`config.mk`:
```
export PLATFORM = sky130hd
export DESIGN_NAME = timer_run_controller_flat
export DESIGN_NICKNAME = d
export VERILOG_FILES = /design/src/rtl/timer_run_if.sv /design/src/rtl/timer_run_controller.sv /design/src/flat_wrapper.sv
export SDC_FILE = /design/constraint.sdc
export NUM_CORES = 1
export LEC_CHECK = 0
export CAP_MARGIN = 20
export CORE_ASPECT_RATIO = 1.5
export CORE_MARGIN = 2
export CORE_UTILIZATION = 29
export DETAILED_ROUTE_END_ITERATION = 12
export GPL_TIMING_DRIVEN = 0
export PLACE_DENSITY = 0.53
export SYNTH_ARGS = -nofsm -noshare
export SYNTH_HDL_FRONTEND = slang
export SYNTH_SLANG_ARGS = --single-unit
```
`constraint.sdc`:
```
create_clock -name clockSignal -period 3.3 [get_ports clockSignal]
set_clock_uncertainty 0.2 [all_clocks]
set_input_delay 0.33 -clock clockSignal [delete_from_list [all_inputs] [get_ports clockSignal]]
set_output_delay 0.33 -clock clockSignal [all_outputs]
set_load 0.005 [all_outputs]
```
`src/rtl/timer_run_if.sv`:
```
// -----------------------------------------------------------------------------
// timer_run_if
// Groups the timer/stopwatch controller's front-panel inputs and status outputs.
//   master : drives the raw buttons and preset, observes the status outputs
//   slave  : the controller itself
// Signals:
//   modeInput, startOrStop, splitOrReset  raw buttons, active high
//   presetCentiseconds                    countdown preset
//   mode, timerState                      display mode, countdown FSM state
//   remainingCount, stopwatchCount        centisecond counters
//   lapValue, lapStrobe                   captured split and its update pulse
//   ringSound                             alarm drive
// -----------------------------------------------------------------------------
interface timer_run_if #(
  parameter int CW = 32
);
  logic          modeInput;
  logic          startOrStop;
  logic          splitOrReset;
  logic [CW-1:0] presetCentiseconds;
  logic [1:0]    mode;
  logic [1:0]    timerState;
  logic [CW-1:0] remainingCount;
  logic [CW-1:0] stopwatchCount;
  logic [CW-1:0] lapValue;
  logic          lapStrobe;
  logic          ringSound;

  modport master (
    output modeInput, startOrStop, splitOrReset, presetCentiseconds,
    input  mode, timerState, remainingCount, stopwatchCount, lapValue,
           lapStrobe, ringSound
  );

  modport slave (
    input  modeInput, startOrStop, splitOrReset, presetCentiseconds,
    output mode, timerState, remainingCount, stopwatchCount, lapValue,
           lapStrobe, ringSound
  );
endinterface

```
`src/rtl/timer_run_controller.sv`:
```
// -----------------------------------------------------------------------------
// timer_run_controller
// Control sequencer for the 100 Hz timekeeping datapath: debounces the three
// front-panel buttons, cycles the display mode, and runs the countdown timer
// and stopwatch. All state is registered on the rising edge of clockSignal.
// Ports:
//   clockSignal  100 Hz system clock
//   resetN       synchronous active-low reset (overrides everything)
//   bus          timer_run_if slave: raw buttons, preset, and all status outputs
// Build option:
//   TIMER_AUTO_RELOAD_EN  when defined, the countdown reloads the last preset on
//                         expiry and keeps running while the ring pulses.
// -----------------------------------------------------------------------------
module timer_run_controller #(
  parameter int DEBOUNCE_CYCLES = 2,
  parameter int RING_CYCLES     = 500,
  parameter int CW              = 32
) (
  input logic        clockSignal,
  input logic        resetN,
  timer_run_if.slave bus
);

  localparam int DBW = $clog2(DEBOUNCE_CYCLES + 1);
  localparam int RBW = $clog2(RING_CYCLES + 1);
  localparam logic [DBW-1:0] DB_MAX    = DBW'(DEBOUNCE_CYCLES);
  localparam logic [DBW-1:0] DB_LAST   = DBW'(DEBOUNCE_CYCLES - 1);
  localparam logic [RBW-1:0] RING_LAST = RBW'(RING_CYCLES - 1);

  localparam logic [1:0] ST_IDLE  = 2'd0;
  localparam logic [1:0] ST_RUN   = 2'd1;
  localparam logic [1:0] ST_PAUSE = 2'd2;
  localparam logic [1:0] ST_RING  = 2'd3;

  localparam logic [1:0] MODE_TIMER     = 2'd0;
  localparam logic [1:0] MODE_STOPWATCH = 2'd1;

  logic [2:0]     rawButtons_s;
  logic [DBW-1:0] debounceCount_r [3];
  logic [2:0]     pressEvent_s;
  logic           modePress_s;
  logic           timerStart_s;
  logic           timerSplit_s;
  logic           swStart_s;
  logic           swSplit_s;

  logic [1:0]     mode_r;
  logic [1:0]     timerState_r;
  logic [CW-1:0]  remainingCount_r;
  logic [RBW-1:0] ringCount_r;
  logic           ringSound_r;
  logic           swRunning_r;
  logic [CW-1:0]  stopwatchCount_r;
  logic [CW-1:0]  lapValue_r;
  logic           lapStrobe_r;
`ifdef TIMER_AUTO_RELOAD_EN
  logic [CW-1:0]  presetHold_r;
`endif

  assign rawButtons_s = {bus.splitOrReset, bus.startOrStop, bus.modeInput};

  // Per-button debounce counters, saturating at DEBOUNCE_CYCLES
  always_ff @(posedge clockSignal) begin
    for (int i = 0; i < 3; i++) begin
      if (!resetN) begin
        debounceCount_r[i] <= DBW'(0);
      end else if (rawButtons_s[i]) begin
        if (debounceCount_r[i] != DB_MAX) begin
          debounceCount_r[i] <= debounceCount_r[i] + DBW'(1);
        end
      end else begin
        debounceCount_r[i] <= DBW'(0);
      end
    end
  end

  // Press events fire in the cycle the counter first reaches DEBOUNCE_CYCLES;
  // start beats split, and actions are routed by the mode held before this edge
  always_comb begin
    pressEvent_s = 3'b000;
    for (int i = 0; i < 3; i++) begin
      if (rawButtons_s[i] && (debounceCount_r[i] == DB_LAST)) begin
        pressEvent_s[i] = 1'b1;
      end else begin
        pressEvent_s[i] = 1'b0;
      end
    end
    modePress_s  = pressEvent_s[0];
    timerStart_s = pressEvent_s[1] && (mode_r == MODE_TIMER);
    timerSplit_s = pressEvent_s[2] && !pressEvent_s[1] && (mode_r == MODE_TIMER);
    swStart_s    = pressEvent_s[1] && (mode_r == MODE_STOPWATCH);
    swSplit_s    = pressEvent_s[2] && !pressEvent_s[1] && (mode_r == MODE_STOPWATCH);
  end

  // Display mode register, wrapping 3 -> 0
  always_ff @(posedge clockSignal) begin
    if (!resetN) begin
      mode_r <= MODE_TIMER;
    end else if (modePress_s) begin
      mode_r <= mode_r + 2'd1;
    end
  end

  // Countdown FSM, remaining counter and ring timing
  always_ff @(posedge clockSignal) begin
    if (!resetN) begin
      timerState_r     <= ST_IDLE;
      remainingCount_r <= CW'(0);
      ringSound_r      <= 1'b0;
      ringCount_r      <= RBW'(0);
`ifdef TIMER_AUTO_RELOAD_EN
      presetHold_r     <= CW'(0);
`endif
    end else begin
      // The ring timeout runs regardless of mode; FSM actions below take priority
      if (ringSound_r) begin
        if (ringCount_r == RING_LAST) begin
          ringSound_r <= 1'b0;
          ringCount_r <= RBW'(0);
          if (timerState_r == ST_RING) begin
            timerState_r <= ST_IDLE;
          end
        end else begin
          ringCount_r <= ringCount_r + RBW'(1);
        end
      end

      case (timerState_r)
        ST_IDLE: begin
          if (timerStart_s) begin
            if (bus.presetCentiseconds != CW'(0)) begin
              remainingCount_r <= bus.presetCentiseconds;
              timerState_r     <= ST_RUN;
`ifdef TIMER_AUTO_RELOAD_EN
              presetHold_r     <= bus.presetCentiseconds;
`endif
            end
          end else if (timerSplit_s) begin
            remainingCount_r <= CW'(0);
          end
        end
        ST_RUN: begin
          if (timerStart_s) begin
            timerState_r <= ST_PAUSE;
`ifdef TIMER_AUTO_RELOAD_EN
          end else if (timerSplit_s) begin
            remainingCount_r <= CW'(0);
            timerState_r     <= ST_IDLE;
            ringSound_r      <= 1'b0;
            ringCount_r      <= RBW'(0);
          end else if (remainingCount_r == CW'(0)) begin
            // Zero is shown for one cycle, then the countdown restarts
            remainingCount_r <= presetHold_r;
          end else if (remainingCount_r == CW'(1)) begin
            remainingCount_r <= CW'(0);
            ringSound_r      <= 1'b1;
            ringCount_r      <= RBW'(0);
`else
          end else if (remainingCount_r == CW'(1)) begin
            remainingCount_r <= CW'(0);
            timerState_r     <= ST_RING;
            ringSound_r      <= 1'b1;
            ringCount_r      <= RBW'(0);
`endif
          end else begin
            remainingCount_r <= remainingCount_r - CW'(1);
          end
        end
        ST_PAUSE: begin
          if (timerStart_s) begin
            timerState_r <= ST_RUN;
          end else if (timerSplit_s) begin
            remainingCount_r <= CW'(0);
            timerState_r     <= ST_IDLE;
          end
        end
        ST_RING: begin
          if (timerStart_s || timerSplit_s) begin
            ringSound_r  <= 1'b0;
            ringCount_r  <= RBW'(0);
            timerState_r <= ST_IDLE;
          end
        end
        default: begin
          timerState_r <= ST_IDLE;
        end
      endcase
    end
  end

  // Stopwatch counter, run flag and lap capture
  always_ff @(posedge clockSignal) begin
    if (!resetN) begin
      swRunning_r      <= 1'b0;
      stopwatchCount_r <= CW'(0);
      lapValue_r       <= CW'(0);
      lapStrobe_r      <= 1'b0;
    end else begin
      lapStrobe_r <= 1'b0;
      if (swRunning_r) begin
        stopwatchCount_r <= stopwatchCount_r + CW'(1);
      end
      if (swStart_s) begin
        swRunning_r <= !swRunning_r;
      end else if (swSplit_s) begin
        if (swRunning_r) begin
          lapValue_r  <= stopwatchCount_r;
          lapStrobe_r <= 1'b1;
        end else begin
          stopwatchCount_r <= CW'(0);
          lapValue_r       <= CW'(0);
        end
      end
    end
  end

  assign bus.mode           = mode_r;
  assign bus.timerState     = timerState_r;
  assign bus.remainingCount = remainingCount_r;
  assign bus.stopwatchCount = stopwatchCount_r;
  assign bus.lapValue       = lapValue_r;
  assign bus.lapStrobe      = lapStrobe_r;
  assign bus.ringSound      = ringSound_r;

endmodule

```
`src/flat_wrapper.sv`:
```
// flat-port wrapper written by rule: the top's interface ports become plain ports
module timer_run_controller_flat 
#(
  parameter int DEBOUNCE_CYCLES = 2,
  parameter int RING_CYCLES     = 500,
  parameter int CW              = 32
)
  (clockSignal, resetN, bus_modeInput, bus_startOrStop, bus_splitOrReset, bus_presetCentiseconds, bus_mode, bus_timerState, bus_remainingCount, bus_stopwatchCount, bus_lapValue, bus_lapStrobe, bus_ringSound);
  timer_run_if #(.CW(CW)) bus_i ();
  input logic clockSignal;
  input logic resetN;
  input wire logic [$bits(bus_i.modeInput)-1:0] bus_modeInput;
  input wire logic [$bits(bus_i.startOrStop)-1:0] bus_startOrStop;
  input wire logic [$bits(bus_i.splitOrReset)-1:0] bus_splitOrReset;
  input wire logic [$bits(bus_i.presetCentiseconds)-1:0] bus_presetCentiseconds;
  output wire logic [$bits(bus_i.mode)-1:0] bus_mode;
  output wire logic [$bits(bus_i.timerState)-1:0] bus_timerState;
  output wire logic [$bits(bus_i.remainingCount)-1:0] bus_remainingCount;
  output wire logic [$bits(bus_i.stopwatchCount)-1:0] bus_stopwatchCount;
  output wire logic [$bits(bus_i.lapValue)-1:0] bus_lapValue;
  output wire logic [$bits(bus_i.lapStrobe)-1:0] bus_lapStrobe;
  output wire logic [$bits(bus_i.ringSound)-1:0] bus_ringSound;
  assign bus_i.modeInput = bus_modeInput;
  assign bus_i.startOrStop = bus_startOrStop;
  assign bus_i.splitOrReset = bus_splitOrReset;
  assign bus_i.presetCentiseconds = bus_presetCentiseconds;
  assign bus_mode = bus_i.mode;
  assign bus_timerState = bus_i.timerState;
  assign bus_remainingCount = bus_i.remainingCount;
  assign bus_stopwatchCount = bus_i.stopwatchCount;
  assign bus_lapValue = bus_i.lapValue;
  assign bus_lapStrobe = bus_i.lapStrobe;
  assign bus_ringSound = bus_i.ringSound;
  timer_run_controller #(.DEBOUNCE_CYCLES(DEBOUNCE_CYCLES), .RING_CYCLES(RING_CYCLES), .CW(CW)) u_core (.clockSignal(clockSignal), .resetN(resetN), .bus(bus_i));
endmodule
```
==> flow_summary.html, run 1 <==
<table>
<tr><th>Metric</th><th>Value</th></tr>
<tr><th colspan="2">Outcome</th></tr>
<tr><td>Run status</td><td>completed</td></tr>
<tr><th colspan="2">Setup path</th></tr>
<tr><td>Critical path capture point type</td><td>register</td></tr>
<tr><td>Largest fanout on the critical path</td><td>10</td></tr>
<tr><td>Setup crit start kind</td><td>primary input</td></tr>
<tr><td>Data arrival time of the critical path</td><td>3.24 ns</td></tr>
<tr><td>Worst setup path class</td><td>in -&gt; reg</td></tr>
<tr><td>Required time reported for the critical path endpoint</td><td>3.37 ns</td></tr>
<tr><th colspan="2">Route</th></tr>
<tr><td>Via total after detailed routing</td><td>6630</td></tr>
<tr><td>Number of detailed-routing iterations run before antenna repair</td><td>5</td></tr>
<tr><td>DR DRC count</td><td>0</td></tr>
<tr><td>DRC violation total after the first TritonRoute iteration</td><td>521</td></tr>
<tr><td>Drt wl/cell</td><td>18.95 µm</td></tr>
<tr><td>Antenna viol nets, final</td><td>0</td></tr>
<tr><td>Routed wire length</td><td>23130 µm</td></tr>
<tr><td>Number of vias per cell after detailed routing</td><td>5.430</td></tr>
<tr><th colspan="2">Finish</th></tr>
<tr><td>Combined flip-flop and latch cell area</td><td>2422 µm²</td></tr>
<tr><td>ANT cells</td><td>0</td></tr>
<tr><td>Number of nets in the layout</td><td>992</td></tr>
<tr><td>Area occupied by multi-input gates</td><td>3682 µm²</td></tr>
<tr><td>Layout Cell Area excl Fill</td><td>8722 µm²</td></tr>
<tr><td>Fill cell total of the finished layout</td><td>2236</td></tr>
<tr><td>Commonest cells after routing, fill and taps aside</td><td>sky130_fd_sc_hd__clkdlybuf4s50_1 (137), sky130_fd_sc_hd__dfxtp_1 (112), sky130_fd_sc_hd__nand2_1 (86)</td></tr>
<tr><td>Most frequent standard cell in the layout excluding fill and tap cells</td><td>sky130_fd_sc_hd__clkdlybuf4s50_1</td></tr>
<tr><td>P&amp;R area growth vs syn</td><td>37.22%</td></tr>
<tr><td>Fraction of final layout cells with drive strength greater than 1</td><td>0.06217</td></tr>
<tr><td>Number of standard cells in the layout, taps in and fillers out</td><td>1221</td></tr>
<tr><th colspan="2">Timing</th></tr>
<tr><td>Post-layout minimum cycle time</td><td>3.165 ns</td></tr>
<tr><td>Setup repair after global routing missed its margin</td><td>false</td></tr>
<tr><td>Final-report hold violation count</td><td>0</td></tr>
<tr><td>Slew at the pin with the worst max-slew slack</td><td>0.7714 ns</td></tr>
<tr><td>Final critical-path share of the clock period</td><td>0.9592</td></tr>
<tr><td>Slew headroom</td><td>0.4813</td></tr>
<tr><td>Fin. max-slew vios</td><td>0</td></tr>
<tr><td>Achievable Freq</td><td>0.3159 GHz</td></tr>
<tr><td>Final setup violation count</td><td>0</td></tr>
<tr><th colspan="2">Synthesis</th></tr>
<tr><td>Synth Area in Simple Gates</td><td>0.2681</td></tr>
<tr><td>Portion of the post-synthesis area used by sequential elements</td><td>0.3811</td></tr>
<tr><td>Synthesis-stage register bit count</td><td>118</td></tr>
<tr><td>Fraction of registers with async set or reset after synthesis</td><td>0</td></tr>
<tr><td>Combinational family with the most area after synthesis</td><td>simple AND/OR/NAND/NOR gates</td></tr>
<tr><td>Syn avg cell area</td><td>8.170 µm²</td></tr>
<tr><td>Yosys synthesis warning count</td><td>0</td></tr>
<tr><td>Complex-gate fraction of the synthesized area</td><td>0.2148</td></tr>
<tr><td>Post-synthesis instance area</td><td>6356 µm²</td></tr>
<tr><td>Main flop type after synthesis</td><td>sky130_fd_sc_hd__dfxtp_1</td></tr>
<tr><td>Xor and xnor fraction of the mapped netlist area</td><td>0.05098</td></tr>
<tr><td>EDFF count, synth</td><td>6</td></tr>
<tr><td>Mux share of post-synthesis cell area</td><td>0.006496</td></tr>
<tr><td>Netlist cell types</td><td>65</td></tr>
<tr><td>Syn_nets</td><td>834</td></tr>
<tr><td>Number of instances in the synthesized netlist</td><td>778</td></tr>
<tr><td>Synth Area in Adders</td><td>0.03740</td></tr>
<tr><th colspan="2">Placed design</th></tr>
<tr><td>Cell total after placement</td><td>1189</td></tr>
<tr><td>Cell area after placement</td><td>8080 µm²</td></tr>
<tr><td>Half-perimeter wire length after detailed placement</td><td>17370 µm</td></tr>
<tr><td>Total of buffers placed on input and output ports</td><td>137</td></tr>
<tr><td>Final estimated routing congestion in global placement</td><td>0.9464</td></tr>
<tr><th colspan="2">Die</th></tr>
<tr><td>Floorplan die height</td><td>185.3 µm</td></tr>
<tr><td>Core region area</td><td>21640 µm²</td></tr>
<tr><td>Die W</td><td>124.9 µm</td></tr>
<tr><td>Initial Util</td><td>0.2938</td></tr>
<tr><td>Ports placed on the boundary</td><td>139</td></tr>
<tr><td>Die area</td><td>23140 µm²</td></tr>
<tr><td>Row cnt</td><td>66</td></tr>
<tr><th colspan="2">Clock tree</th></tr>
<tr><td>Max Root-Sink Buffers</td><td>2</td></tr>
<tr><td>Post-CTS setup buffer count</td><td>0</td></tr>
<tr><td>H-Tree Level Count</td><td>4</td></tr>
<tr><td>TritonCTS clock tree</td><td>yes</td></tr>
<tr><td>Number of buffers inserted during clock tree synthesis</td><td>17</td></tr>
<tr><td>TritonCTS Sinks</td><td>118</td></tr>
<tr><td>CTS root buf</td><td>sky130_fd_sc_hd__clkbuf_16</td></tr>
<tr><td>Clk_lat worst skew</td><td>0.42 ns</td></tr>
<tr><td>Clock slew at the register clock pins of the worst setup and hold paths</td><td>0.07 ns</td></tr>
<tr><th colspan="2">Power and ir drop</th></tr>
<tr><td>Peak supply drop</td><td>319.2 µV</td></tr>
<tr><td>Total power divided by cell area</td><td>570.1 nW/µm²</td></tr>
<tr><td>Leakage power</td><td>3.176 nW</td></tr>
<tr><th colspan="2">Global routing</th></tr>
<tr><td>Vias in the first global route</td><td>6462</td></tr>
<tr><td>Pin count of the biggest net entering global routing</td><td>17</td></tr>
<tr><td>Total overflow reported by the global router</td><td>0</td></tr>
<tr><td>Initial antenna violation count</td><td>0</td></tr>
<tr><td>Overall global routing resource usage</td><td>0.1994</td></tr>
<tr><td>Global-route wire length before repair</td><td>36200 µm</td></tr>
<tr><th colspan="2">Hold path</th></tr>
<tr><td>Worst hold path class</td><td>reg -&gt; reg</td></tr>
<tr><th colspan="2">Run</th></tr>
<tr><td>MaxCap Viol Count</td><td>0</td></tr>
</table>
[per-layer routing]
metal / up-vias / global-route usage / wire [µm] / share of wire
li1: 3185 / - / - / -
met1: 3049 / 0.2240 / 9194 / 0.40
met2: 308 / 0.3545 / 11480 / 0.50
met3: 88 / 0.04217 / 1312 / 0.057
met4: 0 / 0.1049 / 1150 / 0.050
met5: - / 0 / 0 / 0
[registers in the layout, summed over array words and instances (netlist names), 2 cells and up]
signal / flops
u_core.bus.remainingCount: 32
u_core.ringCount_r: 9
u_core.bus.lapValue: 32
u_core.bus.timerState: 2
u_core.bus.mode: 2
u_core.bus.stopwatchCount: 32
u_core.debounceCount_r: 6
[critical path, cell delays in order]
cell,delay (ns)
sky130_fd_sc_hd__clkdlybuf4s50_1,0.51
sky130_fd_sc_hd__nor4_1,0.39
sky130_fd_sc_hd__nand4_1,0.30
sky130_fd_sc_hd__o31ai_1,0.75
sky130_fd_sc_hd__clkbuf_1,0.57
sky130_fd_sc_hd__o21ai_0,0.21
sky130_fd_sc_hd__nand2_1,0.12
sky130_fd_sc_hd__a31oi_1,0.06
[final cells by class]
type                       count  area share
tap                          272     0.03902
timing repair buffer         139      0.1587
buffer                        46     0.02152
sequential                   118      0.2777
inverter                      20    0.008607
clock inverter                15     0.02353
clock buffer                  17     0.04877
multi-input combinational    594      0.4222
[stage by stage]
stage | worst slack, ns | TNS (ns) | power, mW | hold slack [ns] | utilization
final | 0.1345 | 0 | 4.973 | 0.2589 | 0.4031
after global routing | 0.02262 | 0 | 5.208 | 0.2835 | 0.4031
after CTS | 0.07368 | 0 | 4.977 | 0.2654 | 0.4026
after detailed placement | -0.2171 | -1.268 | 2.950 | 0.2571 | 0.3735
after global placement | -0.7574 | -13.35 | 2.955 | 0.2496 | 0.3729
after floorplan | 0.8009 | 0 | 2.434 | 0.2575 | -
[Yosys cell counts, types with 3 or more instances]
cell type	instances	area, µm²
sky130_fd_sc_hd__or3_1	11	68.82
sky130_fd_sc_hd__nand4_1	17	106.4
sky130_fd_sc_hd__a221oi_1	5	43.79
sky130_fd_sc_hd__a21boi_0	6	45.04
sky130_fd_sc_hd__nand3_1	54	270.3
sky130_fd_sc_hd__a22o_1	29	254.0
sky130_fd_sc_hd__nand3b_1	5	37.54
sky130_fd_sc_hd__edfxtp_1	6	180.2
sky130_fd_sc_hd__and2_1	8	50.05
sky130_fd_sc_hd__o31ai_1	9	67.56
sky130_fd_sc_hd__o21ai_0	25	125.1
sky130_fd_sc_hd__nand2b_1	8	50.05
sky130_fd_sc_hd__xnor2_1	16	140.1
sky130_fd_sc_hd__nor4_1	14	87.58
sky130_fd_sc_hd__a31o_1	12	105.1
sky130_fd_sc_hd__inv_1	20	75.07
sky130_fd_sc_hd__and3_1	7	43.79
sky130_fd_sc_hd__xor2_1	21	183.9
sky130_fd_sc_hd__dfxtp_1	112	2242
sky130_fd_sc_hd__a21oi_1	46	230.2
sky130_fd_sc_hd__nand2_1	86	322.8
sky130_fd_sc_hd__nor4_2	3	37.54
sky130_fd_sc_hd__a21boi_1	3	22.52
sky130_fd_sc_hd__mux2i_1	3	30.03
sky130_fd_sc_hd__clkbuf_1	32	120.1
sky130_fd_sc_hd__a31oi_1	5	31.28
sky130_fd_sc_hd__or4_1	8	60.06
sky130_fd_sc_hd__nor3_1	25	125.1
sky130_fd_sc_hd__buf_2	8	40.04
sky130_fd_sc_hd__ha_1	19	237.7
sky130_fd_sc_hd__nor2b_1	6	37.54
sky130_fd_sc_hd__a32oi_1	8	70.07
sky130_fd_sc_hd__buf_1	5	18.77
sky130_fd_sc_hd__nor2_1	71	266.5
sky130_fd_sc_hd__o21ai_1	22	110.1
sky130_fd_sc_hd__nor3b_1	3	22.52
[final timing paths]
kind,start,to,slack (ns),cells past startpoint
max,bus_presetCentiseconds[30],u_core.bus.remainingCount[31],0.13,8
max reg2reg,u_core.bus.mode[0],u_core.bus.remainingCount[31],0.18,10
min reg2reg,u_core.bus.lapValue[29],u_core.bus.lapValue[29],0.26,2
min,u_core.bus.lapValue[29],u_core.bus.lapValue[29],0.26,2
[cell families (layout without fill, tap and decap cells)]
group,after synthesis,after routing
AND/OR/NAND/NOR,337,337
AO/OA/AOI/OAI,197,197
adder cells (fa/ha/maj),19,19
multiplexers,4,4
flip-flops,118,118
XOR/XNOR,37,37
buffers and inverters,66,237
[power by group]
part	internal (mW)	switching [mW]	leakage, nW
logic	0.511	0.809	1.89
registers	1.51	0.135	0.977
clock network	1.23	0.780	0.313
total	3.25	1.72	3.18
[what timing repair did]
item	in CTS	in global routing
resized for setup	0	4
hold buffers	0	0
endpoints found under the setup margin	0	15
Power figures use the tool's default switching activity.
==> inputs of run 2 (changes only) <==
Clock period 3.3 ns to 3 ns, I/O delays scaled along.
==> run 2 against run 1 <==
Compared with the run above: count of clock-buffer cells in the layout is the same; wire length grew 0.52%; utilization grew 0.28 points; critical endpoint is now u_core.bus.remainingCount[16]; largest power group unchanged; flip-flop and latch count is the same; highest routed layer unchanged; power grew 11%; non-clock buffer count shrank 1; combinational power grew 11%; first-iteration DRC count grew 3.6%; register-to-register slack lost 0.14 ns.
==> flow_summary.html, run 2 (same netlist as run 1, synthesis figures left out) <==
<table>
<tr><th>Metric</th><th>Value</th></tr>
<tr><th colspan="2">Placed design</th></tr>
<tr><td>Half-perimeter wire length after detailed placement</td><td>17370 µm (unchanged)</td></tr>
<tr><td>Total of buffers placed on input and output ports</td><td>137 (unchanged)</td></tr>
<tr><td>Cell total after placement</td><td>1189 (unchanged)</td></tr>
<tr><td>Placement Setup Slack</td><td>-0.4871 ns (-0.2700 ns)</td></tr>
<tr><td>Final estimated routing congestion in global placement</td><td>0.9464 (unchanged)</td></tr>
<tr><th colspan="2">Global routing</th></tr>
<tr><td>Initial antenna violation count</td><td>0 (unchanged)</td></tr>
<tr><td>Vias in the first global route</td><td>6457 (-0.077%)</td></tr>
<tr><td>Pin count of the biggest net entering global routing</td><td>17 (unchanged)</td></tr>
<tr><td>Global-route wire length before repair</td><td>36200 µm (unchanged)</td></tr>
<tr><td>Overall global routing resource usage</td><td>0.1995 (about the same)</td></tr>
<tr><td>Total overflow reported by the global router</td><td>0 (unchanged)</td></tr>
<tr><th colspan="2">Die</th></tr>
<tr><td>Ports placed on the boundary</td><td>139 (unchanged)</td></tr>
<tr><td>Row cnt</td><td>66 (unchanged)</td></tr>
<tr><td>Initial Util</td><td>0.2938 (unchanged)</td></tr>
<tr><td>Die W</td><td>124.9 µm (unchanged)</td></tr>
<tr><td>Floorplan die height</td><td>185.3 µm (unchanged)</td></tr>
<tr><td>Core region area</td><td>21640 µm² (unchanged)</td></tr>
<tr><td>Die area</td><td>23140 µm² (unchanged)</td></tr>
<tr><th colspan="2">Route</th></tr>
<tr><td>Drt wl/cell</td><td>19.06 µm (+0.60%)</td></tr>
<tr><td>DR DRC count</td><td>0 (unchanged)</td></tr>
<tr><td>Via total after detailed routing</td><td>6701 (+1.1%)</td></tr>
<tr><td>Routed wire length</td><td>23250 µm (+0.52%)</td></tr>
<tr><td>Number of vias per cell after detailed routing</td><td>5.493 (+1.2%)</td></tr>
<tr><td>DRC violation total after the first TritonRoute iteration</td><td>540 (+3.6%)</td></tr>
<tr><td>Number of detailed-routing iterations run before antenna repair</td><td>5 (unchanged)</td></tr>
<tr><td>Antenna viol nets, final</td><td>0 (unchanged)</td></tr>
<tr><th colspan="2">Timing</th></tr>
<tr><td>Slack of the critical path</td><td>0.04364 ns (-0.09087 ns)</td></tr>
<tr><td>Slew at the pin with the worst max-slew slack</td><td>0.7419 ns (-0.02956 ns)</td></tr>
<tr><td>Fin. max-slew vios</td><td>0 (unchanged)</td></tr>
<tr><td>Final critical-path share of the clock period</td><td>0.9855</td></tr>
<tr><td>Final-report hold violation count</td><td>0 (unchanged)</td></tr>
<tr><td>Final setup violation count</td><td>0 (unchanged)</td></tr>
<tr><td>Achievable Freq</td><td>0.3383 GHz</td></tr>
<tr><td>Post-layout minimum cycle time</td><td>2.956 ns</td></tr>
<tr><td>Slew headroom</td><td>0.5054 (+0.02410)</td></tr>
<tr><td>Setup repair after global routing missed its margin</td><td>false</td></tr>
<tr><th colspan="2">Setup path</th></tr>
<tr><td>Required time reported for the critical path endpoint</td><td>3.16 ns (-0.21 ns)</td></tr>
<tr><td>Cell with the largest stage delay on the worst path</td><td>sky130_fd_sc_hd__ha_1</td></tr>
<tr><td>Critical path capture point type</td><td>register</td></tr>
<tr><td>Highest cell delay on the worst timing path</td><td>0.50 ns (-0.25 ns)</td></tr>
<tr><td>Worst setup path class</td><td>reg -&gt; reg</td></tr>
<tr><td>Data arrival time of the critical path</td><td>3.12 ns (-0.12 ns)</td></tr>
<tr><td>Largest fanout on the critical path</td><td>10 (unchanged)</td></tr>
<tr><td>Most used cell, CP</td><td>sky130_fd_sc_hd__inv_1</td></tr>
<tr><td>Ordered list of cells on the worst path</td><td>inv_1, ha_1, inv_1, nor2_1, nor3_2, nand2b_1, a32o_1, o21a_1</td></tr>
<tr><td>Setup crit start kind</td><td>register</td></tr>
<tr><th colspan="2">Finish</th></tr>
<tr><td>Fraction of final layout cells with drive strength greater than 1</td><td>0.07700 (+0.01483)</td></tr>
<tr><td>Number of nets in the layout</td><td>991 (-0.10%)</td></tr>
<tr><td>ANT cells</td><td>0 (unchanged)</td></tr>
<tr><td>Commonest cells after routing, fill and taps aside</td><td>sky130_fd_sc_hd__clkdlybuf4s50_1 (137), sky130_fd_sc_hd__dfxtp_1 (111), sky130_fd_sc_hd__nand2_1 (85)</td></tr>
<tr><td>Most frequent standard cell in the layout excluding fill and tap cells</td><td>sky130_fd_sc_hd__clkdlybuf4s50_1</td></tr>
<tr><td>Number of standard cells in the layout, taps in and fillers out</td><td>1220 (-0.082%)</td></tr>
<tr><td>P&amp;R area growth vs syn</td><td>38.19%</td></tr>
<tr><th colspan="2">Power and ir drop</th></tr>
<tr><td>Total power divided by cell area</td><td>626.0 nW/µm² (+9.8%)</td></tr>
<tr><td>Peak supply drop</td><td>349.5 µV (+9.5%)</td></tr>
<tr><td>Leakage power</td><td>3.214 nW (+1.2%)</td></tr>
<tr><th colspan="2">Clock tree</th></tr>
<tr><td>CTS root buf</td><td>sky130_fd_sc_hd__clkbuf_16</td></tr>
<tr><td>Number of buffers inserted during clock tree synthesis</td><td>17 (unchanged)</td></tr>
<tr><td>Max Root-Sink Buffers</td><td>2 (unchanged)</td></tr>
<tr><td>TritonCTS clock tree</td><td>yes</td></tr>
<tr><td>Clock slew at the register clock pins of the worst setup and hold paths</td><td>0.07 ns (about the same)</td></tr>
<tr><td>Post-CTS Hold Buffers</td><td>0 (unchanged)</td></tr>
<tr><td>H-Tree Level Count</td><td>4 (unchanged)</td></tr>
<tr><td>Clk_lat worst skew</td><td>0.42 ns (about the same)</td></tr>
<tr><td>TritonCTS Sinks</td><td>118 (unchanged)</td></tr>
<tr><th colspan="2">Hold path</th></tr>
<tr><td>Worst hold path class</td><td>reg -&gt; reg</td></tr>
<tr><th colspan="2">Run</th></tr>
<tr><td>MaxCap Viol Count</td><td>0 (unchanged)</td></tr>
<tr><th colspan="2">Outcome</th></tr>
<tr><td>Run status</td><td>completed</td></tr>
</table>
run 2: critical path: cells and delay by family, from the launching register on:
kind            cells  cell delay (ns)
buf+inv             2             0.48
simple gates        3             0.97
flops               1             0.46
fa+ha+maj           1             0.50
compound gates      2             0.29
run 2: metal layers:
layer / up-vias / global-route usage / share of wire
met1: 3108 / 0.2245 / 0.40
met5: - / 0 / 0
met3: 75 / 0.04159 / 0.057
met4: 0 / 0.1040 / 0.045
li1: 3183 / - / -
met2: 335 / 0.3552 / 0.50
run 2: repair_timing:
action,CTS,global route
setup buffers,0,0
gates resized for setup,8,15
endpoints found under the setup margin,32,30
pin swaps,0,0
run 2: path summary, 6_finish.rpt:
kind	from	to	slack [ns]	depth (start not counted)
hold / removal	u_core.bus.lapValue[29]	u_core.bus.lapValue[29]	0.27	2
setup reg to reg	u_core.bus.timerState[0]	u_core.bus.remainingCount[16]	0.04	8
setup / recovery	u_core.bus.timerState[0]	u_core.bus.remainingCount[16]	0.04	8
hold reg to reg	u_core.bus.lapValue[29]	u_core.bus.lapValue[29]	0.27	2
run 2: where the power goes:
group	internal (mW)	switching [mW]	total (mW)
Clock	1.35	0.860	2.21
Sequential	1.66	0.154	1.82
Combinational	0.574	0.898	1.47
Total	3.59	1.91	5.50
run 2: final cells by class:
class | instances | area, µm²
flip-flops and latches | 118 | 2424
clock buffers | 17 | 425.4
repair buffers | 139 | 1384
inverters | 20 | 75.07
multi-input cells | 594 | 3736
well taps | 272 | 340.3
plain buffers | 45 | 193.9
clock inverters | 15 | 205.2
fillers | 2239 | 12850
run 2: per-stage QoR:
stage	utilization	instance area (µm²)	TNS [ns]	total power, mW	hold slack [ns]
global route	0.4060	8783	0	5.758	0.2835
finish	0.4060	8783	0	5.498	0.2662
detailed placement	0.3735	8080	-11.85	3.245	0.2571
CTS	0.4036	8732	0	5.480	0.2654
global placement	0.3729	8068	-25.42	3.250	0.2496
floorplan	-	6356	0	2.677	0.2575
==> inputs of run 3 (changes only) <==
==> constraint.sdc (replaced) <==
create_clock -name clockSignal -period 3 [get_ports clockSignal]
set_clock_uncertainty 0.2 [all_clocks]
set_input_delay 0.45 -clock clockSignal [delete_from_list [all_inputs] [get_ports clockSignal]]
set_output_delay 0.45 -clock clockSignal [all_outputs]
set_load 0.005 [all_outputs]
==> run 3 against run 2 <==
Compared with the run above: via count is the same; flip-flop and latch count unchanged; combinational power about the same; die area unchanged; global-route usage stayed put; highest routed layer unchanged; largest cell class unchanged; final area barely moved.
==> flow_summary.html, run 3 (same netlist as run 1, synthesis figures left out) <==
<table>
<tr><th>Metric</th><th>Value</th></tr>
<tr><th colspan="2">Die</th></tr>
<tr><td>Die W</td><td>124.9 µm (unchanged)</td></tr>
<tr><td>Core region area</td><td>21640 µm² (unchanged)</td></tr>
<tr><td>Row cnt</td><td>66 (unchanged)</td></tr>
<tr><td>Die area</td><td>23140 µm² (unchanged)</td></tr>
<tr><td>Ports placed on the boundary</td><td>139 (unchanged)</td></tr>
<tr><td>Initial Util</td><td>0.2938 (unchanged)</td></tr>
<tr><td>Floorplan die height</td><td>185.3 µm (unchanged)</td></tr>
<tr><th colspan="2">Power and ir drop</th></tr>
<tr><td>Logic pwr share</td><td>0.268 (about the same)</td></tr>
<tr><td>Leakage power</td><td>3.218 nW (+0.11%)</td></tr>
<tr><td>Switching Share</td><td>0.3481 (about the same)</td></tr>
<tr><td>Net switching power figure</td><td>1.915 mW (+0.14%)</td></tr>
<tr><td>Fraction of power consumed by the clock network</td><td>0.402 (about the same)</td></tr>
<tr><td>Total power divided by cell area</td><td>626.1 nW/µm² (about the same)</td></tr>
<tr><td>Peak supply drop</td><td>353.7 µV (+1.2%)</td></tr>
<tr><td>Internal Power</td><td>3.586 mW (about the same)</td></tr>
<tr><td>Fraction of power consumed by sequential logic</td><td>0.330 (about the same)</td></tr>
<tr><th colspan="2">Route</th></tr>
<tr><td>Antenna viol nets, final</td><td>0 (unchanged)</td></tr>
<tr><td>DR DRC count</td><td>0 (unchanged)</td></tr>
<tr><td>Number of vias per cell after detailed routing</td><td>5.493 (unchanged)</td></tr>
<tr><td>Routed wire length</td><td>23200 µm (-0.23%)</td></tr>
<tr><td>DRC violation total after the first TritonRoute iteration</td><td>541 (+0.19%)</td></tr>
<tr><td>Number of detailed-routing iterations run before antenna repair</td><td>5 (unchanged)</td></tr>
<tr><td>Via total after detailed routing</td><td>6701 (unchanged)</td></tr>
<tr><td>Drt wl/cell</td><td>19.02 µm (-0.23%)</td></tr>
<tr><th colspan="2">Finish</th></tr>
<tr><td>Core Util, Final</td><td>0.4060 (about the same)</td></tr>
<tr><td>Fraction of final layout cells with drive strength greater than 1</td><td>0.07806 (+0.001055)</td></tr>
<tr><td>Combined flip-flop and latch cell area</td><td>2424 µm² (unchanged)</td></tr>
<tr><td>P&amp;R area growth vs syn</td><td>38.21% (about the same)</td></tr>
<tr><td>Area occupied by multi-input gates</td><td>3736 µm² (unchanged)</td></tr>
<tr><td>Number of standard cells in the layout, taps in and fillers out</td><td>1220 (unchanged)</td></tr>
<tr><td>ANT cells</td><td>0 (unchanged)</td></tr>
<tr><td>Commonest cells after routing, fill and taps aside</td><td>sky130_fd_sc_hd__clkdlybuf4s50_1 (137), sky130_fd_sc_hd__dfxtp_1 (111), sky130_fd_sc_hd__nand2_1 (85)</td></tr>
<tr><td>Number of nets in the layout</td><td>991 (unchanged)</td></tr>
<tr><td>Most frequent standard cell in the layout excluding fill and tap cells</td><td>sky130_fd_sc_hd__clkdlybuf4s50_1</td></tr>
<tr><td>Fill cell total of the finished layout</td><td>2239 (unchanged)</td></tr>
<tr><th colspan="2">Timing</th></tr>
<tr><td>Achievable Freq</td><td>0.3414 GHz (+0.93%)</td></tr>
<tr><td>Final setup violation count</td><td>0 (unchanged)</td></tr>
<tr><td>Slew headroom</td><td>0.5097 (+0.004308)</td></tr>
<tr><td>Final-report hold violation count</td><td>0 (unchanged)</td></tr>
<tr><td>Final critical-path share of the clock period</td><td>0.9764 (-0.009101)</td></tr>
<tr><td>Setup repair after global routing missed its margin</td><td>false</td></tr>
<tr><td>Worst Hold Margin</td><td>0.2589 ns (-0.007335 ns)</td></tr>
<tr><td>Fin. max-slew vios</td><td>0 (unchanged)</td></tr>
<tr><td>Setup tns final</td><td>0 ns (unchanged)</td></tr>
<tr><td>Post-layout minimum cycle time</td><td>2.929 ns (-0.02730 ns)</td></tr>
<tr><td>Slew at the pin with the worst max-slew slack</td><td>0.7327 ns (-0.009170 ns)</td></tr>
<tr><th colspan="2">Setup path</th></tr>
<tr><td>Data arrival time of the critical path</td><td>3.10 ns (-0.02 ns)</td></tr>
<tr><td>Worst setup path class</td><td>reg -&gt; reg</td></tr>
<tr><td>Largest fanout on the critical path</td><td>10 (unchanged)</td></tr>
<tr><td>Setup crit start kind</td><td>register</td></tr>
<tr><td>Critical path launch point</td><td>u_core.bus.timerState[0]</td></tr>
<tr><td>Reg2reg start</td><td>u_core.bus.timerState[0]</td></tr>
<tr><td>Required time reported for the critical path endpoint</td><td>3.17 ns (about the same)</td></tr>
<tr><td>Critical path capture point type</td><td>register</td></tr>
<tr><th colspan="2">Global routing</th></tr>
<tr><td>Overall global routing resource usage</td><td>0.1995 (unchanged)</td></tr>
<tr><td>Vias in the first global route</td><td>6457 (unchanged)</td></tr>
<tr><td>Global-route wire length before repair</td><td>36200 µm (unchanged)</td></tr>
<tr><td>Pin count of the biggest net entering global routing</td><td>17 (unchanged)</td></tr>
<tr><td>Initial antenna violation count</td><td>0 (unchanged)</td></tr>
<tr><td>Total overflow reported by the global router</td><td>0 (unchanged)</td></tr>
<tr><th colspan="2">Placed design</th></tr>
<tr><td>Cell total after placement</td><td>1189 (unchanged)</td></tr>
<tr><td>Total of buffers placed on input and output ports</td><td>137 (unchanged)</td></tr>
<tr><td>Half-perimeter wire length after detailed placement</td><td>17370 µm (unchanged)</td></tr>
<tr><td>Final estimated routing congestion in global placement</td><td>0.9464 (unchanged)</td></tr>
<tr><th colspan="2">Run</th></tr>
<tr><td>MaxCap Viol Count</td><td>0 (unchanged)</td></tr>
<tr><th colspan="2">Clock tree</th></tr>
<tr><td>TritonCTS clock tree</td><td>yes</td></tr>
<tr><td>TritonCTS Sinks</td><td>118 (unchanged)</td></tr>
<tr><td>CTS root buf</td><td>sky130_fd_sc_hd__clkbuf_16</td></tr>
<tr><td>Post-CTS setup buffer count</td><td>0 (unchanged)</td></tr>
<tr><td>H-Tree Level Count</td><td>4 (unchanged)</td></tr>
<tr><td>Max Root-Sink Buffers</td><td>2 (unchanged)</td></tr>
<tr><td>Clock slew at the register clock pins of the worst setup and hold paths</td><td>0.06 ns (about the same)</td></tr>
<tr><td>Number of buffers inserted during clock tree synthesis</td><td>17 (unchanged)</td></tr>
<tr><td>Clk_lat worst skew</td><td>0.42 ns (about the same)</td></tr>
<tr><th colspan="2">Hold path</th></tr>
<tr><td>Hold_sp</td><td>u_core.bus.lapValue[29]</td></tr>
<tr><td>Worst hold path class</td><td>reg -&gt; reg</td></tr>
<tr><th colspan="2">Outcome</th></tr>
<tr><td>Run status</td><td>completed</td></tr>
</table>
## run 3: repair_timing
action / CTS / global route
hold buffers: 0 / 0
setup endpoints to repair: 38 / 30
resized for setup: 9 / 15
hold endpoints to repair: 0 / 0
## run 3: cell type report
type | count | share of cell area
multi-input combinational | 594 | 0.4253
timing repair buffer | 139 | 0.1575
clock inverter | 15 | 0.02336
sequential | 118 | 0.2759
clock buffer | 17 | 0.04843
inverter | 20 | 0.008546
buffer | 45 | 0.02222
tap | 272 | 0.03874
## run 3: final timing paths
path,to,slack (ns),cells past startpoint
worst max-delay path,u_core.bus.remainingCount[16],0.07,8
worst max register to register,u_core.bus.remainingCount[16],0.07,8
worst min-delay path,u_core.bus.lapValue[29],0.26,2
worst min register to register,u_core.bus.lapValue[29],0.26,2
## run 3: per-layer routing
metal	GRT usage	up-vias	routed length, µm
met3	0.04159	78	1360
met5	0	-	0
met1	0.2245	3095	9217
li1	-	3186	-
met2	0.3552	342	11600
met4	0.1040	0	1016
## run 3: stage by stage
stage	cell area, µm²	power (mW)	worst slack (ns)
finish	8785	5.500	0.07094
detailed placement	8080	3.245	-0.6371
CTS	8733	5.480	0.04817
floorplan	6356	2.677	0.5009
global placement	8068	3.250	-1.177
global route	8785	5.758	0.006256
## run 3: critical path, cell delays in order (launching register included)
cell                       delay, ns
sky130_fd_sc_hd__dfxtp_1        0.46
sky130_fd_sc_hd__inv_1          0.13
sky130_fd_sc_hd__ha_1           0.49
sky130_fd_sc_hd__inv_1          0.34
sky130_fd_sc_hd__nor2_1         0.14
sky130_fd_sc_hd__nor3_2         0.45
sky130_fd_sc_hd__nand2b_1       0.38
sky130_fd_sc_hd__a32o_1         0.19
sky130_fd_sc_hd__o21a_1         0.10
## run 3: power by group through the flow
stage / clock network, mW / logic (mW) / registers [mW]
floorplan: 0 / 0.873 / 1.80
global placement: 0 / 1.41 / 1.84
detailed placement: 0 / 1.41 / 1.84
CTS: 2.26 / 1.42 / 1.81
global route: 2.34 / 1.59 / 1.83
finish: 2.21 / 1.47 / 1.82
